$ cat src/rtl/counter_rev_cascade.sv
// Reversible up/down counter slice with wrap limit, parallel load,
// sticky wrap flag and ripple carry/borrow for chaining slices.
module counter_rev_cascade #(
  parameter int WIDTH = 4
) (
  input  logic             clk,
  input  logic             rst_n,
  input  logic             en,
  input  logic             cin,
  input  logic             up,
  input  logic             load,
  input  logic [WIDTH-1:0] din,
  input  logic [WIDTH-1:0] limit,
  input  logic             ovf_clr,
  output logic [WIDTH-1:0] Q,
  output logic             Rc,
  output logic             ovf
);

  logic             step;
  logic             at_top;
  logic             at_bot;
  logic             wrap;
  logic [WIDTH-1:0] q_nxt;

  always_comb begin
    step   = en & cin;
    at_top = (Q >= limit);
    at_bot = (Q == '0);
    Rc     = step & (up ? at_top : at_bot);
    // a load on the same edge overrides the step, so it is not a wrap
    wrap   = Rc & ~load;
  end

  always_comb begin
    q_nxt = Q;
    if (load)
      q_nxt = din;
    else if (wrap)
      q_nxt = up ? '0 : limit;
    else if (step)
      q_nxt = up ? Q + WIDTH'(1) : Q - WIDTH'(1);
  end

  always_ff @(posedge clk or negedge rst_n) begin
    if (!rst_n) begin
      Q   <= '0;
      ovf <= 1'b0;
    end else begin
      Q <= q_nxt;
      // set beats clear so a wrap on the clearing edge is kept
      if (wrap)
        ovf <= 1'b1;
      else if (ovf_clr)
        ovf <= 1'b0;
    end
  end

endmodule

$ cat config.mk
export PLATFORM = sky130hd
export DESIGN_NAME = counter_rev_cascade
export DESIGN_NICKNAME = d
export VERILOG_FILES = /design/src/rtl/counter_rev_cascade.sv
export SDC_FILE = /design/constraint.sdc
export NUM_CORES = 1
export LEC_CHECK = 0
export CAP_MARGIN = 20
export CORE_MARGIN = 3
export CORE_UTILIZATION = 24
export CTS_CLUSTER_DIAMETER = 30
export CTS_CLUSTER_SIZE = 12
export DETAILED_ROUTE_END_ITERATION = 10
export SYNTH_ARGS = -nofsm -noshare
export SYNTH_HDL_FRONTEND = slang
export SYNTH_SLANG_ARGS = --single-unit
$ cat constraint.sdc
create_clock -name clk -period 4.05 [get_ports clk]
set_input_delay 1.215 -clock clk [delete_from_list [all_inputs] [get_ports clk]]
set_output_delay 1.215 -clock clk [all_outputs]
set_load 0.02 [all_outputs]
Yosys cells after proc, flatten, opt, wreduce, memory -nomap -nowiden
Index checks and enable logic that the tools add are counted.
Cells by class
  bitwise operators: 4
  add/sub/neg operators: 2
  reduce and logical (&&, ||, !) cells: 3
  muxes and demuxes: 8
  order comparisons: 1
Operator list (number)
  $mux W4: 5
  $add A4 B1 Y4 const B: 1
  $ge A4 B4 Y1: 1
  $logic_not A4 Y1: 1
  $sub A4 B1 Y4 const B: 1
  $and A1 B1 Y1: 3
  $mux W1: 3
  $reduce_bool A3 Y1: 1
  $reduce_bool A2 Y1: 1
  $not A1 Y1: 1
Storage, ports and cells
  logic and storage cells: 20
  input bits: 15
  output and inout port bits: 6
  register bits: 5

Depth between registers and ports, before layout
Gate-level depths: netlist of run 1.
  word-level depth: 6
  gate-level depth with buffers: 7

Worst setup path after synthesis of run 1
Ideal clock, no wire load.
  kind: input to output
  start: input limit[3]
  end: output Rc
  data arrival time: 2.230 ns
  cell stages on the path: 6
  buffers on the path: 0
  path slack: 0.605 ns
  cells stage by stage: inv_1 -> ha_1 -> o211ai_1 -> a21oi_1 -> o22ai_2 -> nor2_1
Between the ends
  word-level cells in the longest chain between the ends: 3
Ends and longest elaborated chain
  from (decl): RTL line 13  | input logic [WIDTH-1:0] limit,
  $ge A4 B4 Y1: RTL line 28  | at_top = (Q >= limit);
  $mux W1: RTL line 30  | Rc = step & (up ? at_top : at_bot);
  $and A1 B1 Y1: RTL line 30
  to (decl): RTL line 16  | output logic Rc,
No other way between the ends.

Worst setup path in the final report of run 1
Same ends and word-level chain as after synthesis.

==> results of run 1 <==
power by group through the flow:
| stage | logic (mW) | registers (mW) | clock network, mW |
|---|---|---|---|
| 2_1_floorplan | 0.0471 | 0.0733 | 0 |
| 6_report | 0.0989 | 0.0680 | 0.0586 |
| 3_5_place_dp | 0.0967 | 0.0690 | 0 |
| 5_1_grt | 0.109 | 0.0693 | 0.0666 |
| 4_1_cts | 0.0971 | 0.0684 | 0.0615 |
| 3_3_place_gp | 0.0947 | 0.0687 | 0 |
final cells by class:
cell class / count / area, um^2 / share of cell area [%]
tap: 25 / 31.3 / 4.09
multi-input combinational: 40 / 334 / 43.7
sequential: 5 / 125 / 16.4
inverter: 8 / 30.0 / 3.93
timing repair buffer: 23 / 218 / 28.5
clock buffer: 4 / 26.3 / 3.44
layout by cell type, fill, tap and decap left out, types with 3 or more instances in the layout:
| cell type | instances |
|---|---|
| a221oi_1 | 4 |
| a21oi_1 | 3 |
| clkdlybuf4s50_1 | 19 |
| nand2_1 | 3 |
| ha_1 | 6 |
| inv_1 | 8 |
| buf_4 | 3 |
| dfrtp_1 | 5 |
| clkbuf_4 | 3 |
| nor2_1 | 4 |
per-stage QoR:
step	area (um^2)	setup TNS [ns]	hold WS [ns]	utilization [%]	worst slack [ns]
2_1_floorplan	485	0	0.616	-	0.605
3_3_place_gp	736	-0.314	0.524	40.4	-0.314
3_5_place_dp	736	-0.330	0.581	40.4	-0.330
4_1_cts	763	0	0.586	41.9	0.0118
5_1_grt	764	0	0.602	42.0	0.0568
6_report	764	0	0.571	42.0	0.123
logic make-up (layout without fill, tap and decap cells):
| logic type | count (synthesis) | after routing | synth area share [%] |
|---|---|---|---|
| and+or+nand+nor | 12 | 12 | 14.9 |
| AOI/OAI and AO/OA | 16 | 16 | 23.2 |
| DFF | 5 | 5 | 25.8 |
| buffers and inverters | 9 | 35 | 6.96 |
| muxes | 2 | 2 | 4.12 |
| adders and majority gates | 7 | 7 | 19.6 |
| xor gates and xnor gates | 3 | 3 | 5.41 |
worst paths after layout:
kind | start | endpoint | cells after the start
min in group asynchronous | rst_n | Q[1]$_DFFE_PN0P_ | 1
setup reg to reg | Q[0]$_DFFE_PN0P_ | Q[2]$_DFFE_PN0P_ | 8
max in group asynchronous | rst_n | Q[2]$_DFFE_PN0P_ | 1
setup / recovery | limit[3] | Rc | 8
hold / removal | ovf$_DFFE_PN0P_ | ovf$_DFFE_PN0P_ | 2
hold reg to reg | ovf$_DFFE_PN0P_ | ovf$_DFFE_PN0P_ | 2
state kept, by name (all words and copies together), names as in the netlist:
signal  cells
Q           4
ovf         1
critical path, stage by stage:
cell	delay (ns)
clkdlybuf4s50_1	0.48
inv_1	0.05
ha_1	0.31
o211ai_1	0.11
a21oi_2	0.15
o22ai_2	0.11
nor2_1	0.12
buf_2	0.17
routing by layer:
layer / vias to the layer above / global-route usage, % / share of wire (%) / wire [um]
met5: - / 0 / 0 / 0
met4: 0 / 5.38 / 2.4 / 34
met3: 7 / 5.54 / 5.7 / 81
met2: 20 / 20.0 / 51 / 720
met1: 233 / 13.4 / 41 / 586
li1: 245 / - / - / -
synthesized netlist by cell type, types with 2 or more instances:
master	instances	area share (%)
nand2_1	3	2.3
nor2_1	4	3.1
xnor2_1	2	3.6
dfrtp_1	5	26
ha_1	6	15
o22ai_1	2	2.6
a21oi_1	5	5.2
inv_1	8	6.2
a221oi_1	4	7.2
mux2i_1	2	4.1
repair_timing:
item	in CTS	in global routing
gates resized for setup	3	3
pin swaps	0	0
cloned	0	0
endpoints found under the setup margin	1	1
==> impl_results.md, run 1 <==
- Hold Vio Cnt, Final: 0
- Worst Setup Start Kind: input port
- Crit path time final: about 3.9 ns
- Fin. max-slew vios: 0
- CTS buffer count: 3
- Worst endpoint required time: 2.83 ns
- Most used DFF post-synth: dfrtp_1
- Initial antenna violation count: 0
- Worst-skew pair later-pin latency: 0.25 ns
- Pwr dens: 295 nW/um^2
- RSZ-0062 raised after global routing: no
- Synth async-reset ratio: 100%
- FF+latch count, synth: 5
- Outcome: completed
- Switching Share: a little over a third
- Final Skew: 0.00117 ns
- Clk pwr share: a little over a quarter
- Final Setup Violations: 0
- Relative slew slack: about four fifths
- DP Cell Count: roughly 100
- Sequential fraction of the synthesis area: between 20% and 30%
- Period utilisation layout: between 90% and 100%
- Max-cap violations: 0
- Mapped Nets: between 70 and 80
- Vias in the first global route: between 400 and 500
- GR Overflow Total: 0
- DR WL/cell: about 14 um
- Peak supply drop: around 0.000098 V
- Die Y: roughly 51 um
- Cells after Synth: 54
- Drt initial violations: 9
- DRC errors left: 0
- Int Pwr: 145 uW
- PortBufs: 20
- CTS Sinks: 5
- Combinational share of power: a little over two fifths
- Hold WC Path Type: flip-flop to flip-flop
- GRT Overall Usage: between 10% and 20%
- Clk slew on worst S/H paths: around 0.04 ns
- Worst-Margin Slew: roughly 0.32 ns
- Pre-Repair DR Iteration Count: 4
- Post-Syn Area: a little under 500 um^2
- Synth unique cells: 23
- CTS tree: yes
- Final ANT Viol Nets: 0
- WP data arrival: 2.71 ns
- Mean post-synth cell area: 8.99 um^2
- Setup Crit Path Kind: input port to primary output
- I/O pin count: 21
- Std cell rows: 15
- Fin nets: roughly 100
- Psw: 80.1 uW
- CTS Hold Bufs: 0
- Critical Path Fanout Max: 2
- Leakage power: between 0.3 and 0.4 nW
- Synth-to-Final Area Change: 57.5%
- Post-route insts no fill: about 110
- Number of synthesized flops with an enable pin: 0
- Sequential power share: a little under a third
- Fraction of layout cells with a size suffix above 1: between 10% and 20%
- Total setup buffers inserted after CTS: 0
- Flop2flop setup slack: 2.11 ns
- Vias/cell: slightly below 5
- Root buffer cell: clkbuf_4
- Total power: around 230 uW
- Die W: approximately 51 um
- DIE AREA: roughly 2600 um^2
- H-tree lvl count: 1
- Drt total wl: ~1400 um
- Diode count: 0
- CTS Buffer Depth: 2
- FMAX: 255 MHz
- Via count: just over 500
- FILL cells: between 150 and 200
- Initial Utilization: 26.7%
- HPWL Detailed: 1160 um
- Crit. End Element: primary output
- GP Congestion: 0.771
- First-pass GRT wire length: 2250 um
- Synth Warn #: 0
- Pin count of the biggest net entering global routing: 10
- Core area: between 1500 and 2000 um^2
Note: power is estimated with default switching activity, not from simulation.
==> inputs of run 2 (changes only) <==
HOLD_SLACK_MARGIN = 0.08   (was default)
==> results of run 2 <==
Final layout, timing and power as in run 1 (identical DEF).
==> inputs of run 3 (changes only) <==
MAX_ROUTING_LAYER = met4   (was default)
REMOVE_ABC_BUFFERS = 1   (was default)
==> run 3 against run 2 <==
Sequential share of layout area decreased by 0.37 points. Core utilization increased by 0.96 points. Worst hold slack got worse by 0.031 ns. Register-to-register slack about the same. Via count decreased by 4.2%. Clock skew decreased by 0.00074 ns.
==> impl_results.md, run 3 (synthesized netlist as in run 1, its figures left out) <==
- CTS Sinks: 5 (unchanged)
- Post-route cell area: 782 um^2 (was 764 um^2)
- Slowest stage delay, CP: 0.49 ns (was 0.48 ns)
- Clk slew on worst S/H paths: 0.04 ns (about the same)
- Initial antenna violation count: 0 (unchanged)
- DP Area: 751 um^2 (was 736 um^2)
- Std cell rows: 15 (unchanged)
- Peak supply drop: 0.000151 V (was 0.0000982 V)
- Worst setup startpoint: limit[3] (unchanged)
- FILL cells: 195 (was 199)
- Final ANT Viol Nets: 0 (unchanged)
- Final Skew: 0.000434 ns (was 0.00117 ns)
- Max-cap violations: 0 (unchanged)
- Total area of multi-input combinational cells: 334 um^2 (unchanged)
- R2R cell count: 8 (unchanged)
- Vias in the first global route: 509 (was 479)
- WP data arrival: 2.71 ns (about the same)
- Fin nets: 105 (was 103)
- Most frequent cells in the layout: clkdlybuf4s50_1, inv_1, ha_1, buf_4, dfrtp_1 (was clkdlybuf4s50_1, inv_1, ha_1)
- Largest register FFs: 4 (unchanged)
- CTS buffer count: 3 (unchanged)
- Top flop regs: Q (4), ovf (1) (unchanged)
- GR Overflow Total: 0 (unchanged)
- Crit path time final: 3.92 ns (was 3.93 ns)
- H-tree lvl count: 1 (unchanged)
- Root buffer cell: clkbuf_4 (unchanged)
- Drt initial violations: 6 (was 9)
- Via count: 484 (was 505)
- DR WL/cell: 12.4 um (was 13.6 um)
- DIE AREA: 2600 um^2 (unchanged)
- Drt total wl: 1330 um (was 1420 um)
- Diode count: 0 (unchanged)
- Worst Setup Start Kind: input port (unchanged)
- Reg-to-Reg Start: Q[0]$_DFFE_PN0P_ (unchanged)
- CTS tree: yes (unchanged)
- Register area: 125 um^2 (unchanged)
- I/O pin count: 21 (unchanged)
- Fraction of layout cells with a size suffix above 1: 17.1% (was 15.0%)
- Initial Utilization: 26.7% (unchanged)
- Resized cells post-CTS: 5 (was 3)
- Hold Path Cell Cnt: 2 (unchanged)
- Crit path cell chain: clkdlybuf4s50_1, inv_1, ha_1, a21oi_2, nand2_1, o22ai_2, nor2_1, buf_4 (was clkdlybuf4s50_1, inv_1, ha_1, o211ai_1, a21oi_2, o22ai_2, nor2_1, buf_2)
- Worst-Margin Slew: 0.312 ns (was 0.321 ns)
- GRT Overall Usage: 11.3% (was 12.2%)
- Critical Path Fanout Max: 2 (unchanged)
- Worst endpoint required time: 2.83 ns (about the same)
- Hold WC Path Type: flip-flop to flip-flop (unchanged)
- Vias/cell: 4.52 (was 4.81)
- First-pass GRT wire length: 2190 um (was 2250 um)
- Fin. max-slew vios: 0 (unchanged)
- Period utilisation layout: 96.8% (was 97.0%)
- Critical-path top delay cell: clkdlybuf4s50_1 (unchanged)
- Final Setup Violations: 0 (unchanged)
- Die W: 51.0 um (unchanged)
- Hold slack: 0.540 ns (was 0.571 ns)
- Worst-skew pair later-pin latency: 0.23 ns (was 0.25 ns)
- Total setup buffers inserted after CTS: 0 (unchanged)
- Setup Crit Path Kind: input port to primary output (unchanged)
- RSZ-0062 raised after global routing: no (unchanged)
- Synth-to-Final Area Change: 61.1% (was 57.5%)
- Pwr dens: 285 nW/um^2 (was 295 nW/um^2)
- PortBufs: 20 (unchanged)
- Die Y: 51.0 um (unchanged)
- Crit. End Element: primary output (unchanged)
- Pin count of the biggest net entering global routing: 10 (unchanged)
- CTS Hold Bufs: 0 (unchanged)
- Core area: 1820 um^2 (unchanged)
- CTS Buffer Depth: 2 (unchanged)
- Outcome: completed (unchanged)
- FMAX: 255 MHz (about the same)
- Pre-Repair DR Iteration Count: 4 (unchanged)
- Most common cell after layout, fill and taps aside: clkdlybuf4s50_1 (unchanged)
- DRC errors left: 0 (unchanged)
- Hold path startpoint: ovf$_DFFE_PN0P_ (unchanged)
- GP Congestion: 0.860 (was 0.771)
- Flop2flop setup slack: 2.10 ns (was 2.11 ns)
- HPWL Detailed: 1120 um (was 1160 um)
- Hold Vio Cnt, Final: 0 (unchanged)
- Relative slew slack: 79.2% (was 78.5%)
- Register with the most flip-flops: Q (unchanged)
- Leakage power: 0.350 nW (was 0.340 nW)
## run 3: metal layers
layer	wire, um	track usage (%)
met5	0	-
met3	60	3.79
met2	680	19.1
met4	0	1.35
met1	585	13.5
## run 3: stage by stage
| step | power, mW | setup slack (ns) | instances | util [%] | TNS, ns |
|---|---|---|---|---|---|
| 2_1_floorplan | 0.119 | 0.605 | 53 | - | 0 |
| 3_3_place_gp | 0.166 | -0.315 | 103 | 41.2 | -0.315 |
| 3_5_place_dp | 0.167 | -0.348 | 103 | 41.2 | -0.348 |
| 4_1_cts | 0.227 | 0.0145 | 107 | 43.2 | 0 |
| 5_1_grt | 0.242 | 0.0122 | 107 | 43.0 | 0 |
| 6_report | 0.223 | 0.129 | 107 | 43.0 | 0 |
## run 3: cell type report
cell class	count	share of cell area (%)
Sequential cell	5	16.0
Multi-Input combinational cell	40	42.7
Tap cell	25	4.00
Timing Repair Buffer	25	30.1
Inverter	8	3.84
Clock buffer	4	3.36
## run 3: path summary, 6_finish.rpt
kind | to
max in group asynchronous | Q[1]$_DFFE_PN0P_
min in group asynchronous | Q[3]$_DFFE_PN0P_
worst min register to register | ovf$_DFFE_PN0P_
worst max register to register | Q[2]$_DFFE_PN0P_
worst min-delay path | ovf$_DFFE_PN0P_
worst max-delay path | Rc
## run 3: power by group
part / switching (mW) / leakage, nW / internal, mW
sequential: 0.0127 / 0.0605 / 0.0557
clock: 0.0179 / 0.0150 / 0.0371
combinational: 0.0453 / 0.274 / 0.0543
## run 3: critical path: cells and delay by family
| family | cells | cell delay (ns) |
|---|---|---|
| buffers and inverters | 3 | 0.69 |
| AND/OR/NAND/NOR | 2 | 0.15 |
| adder cells (fa/ha/maj) | 1 | 0.29 |
| AO/OA/AOI/OAI | 2 | 0.35 |
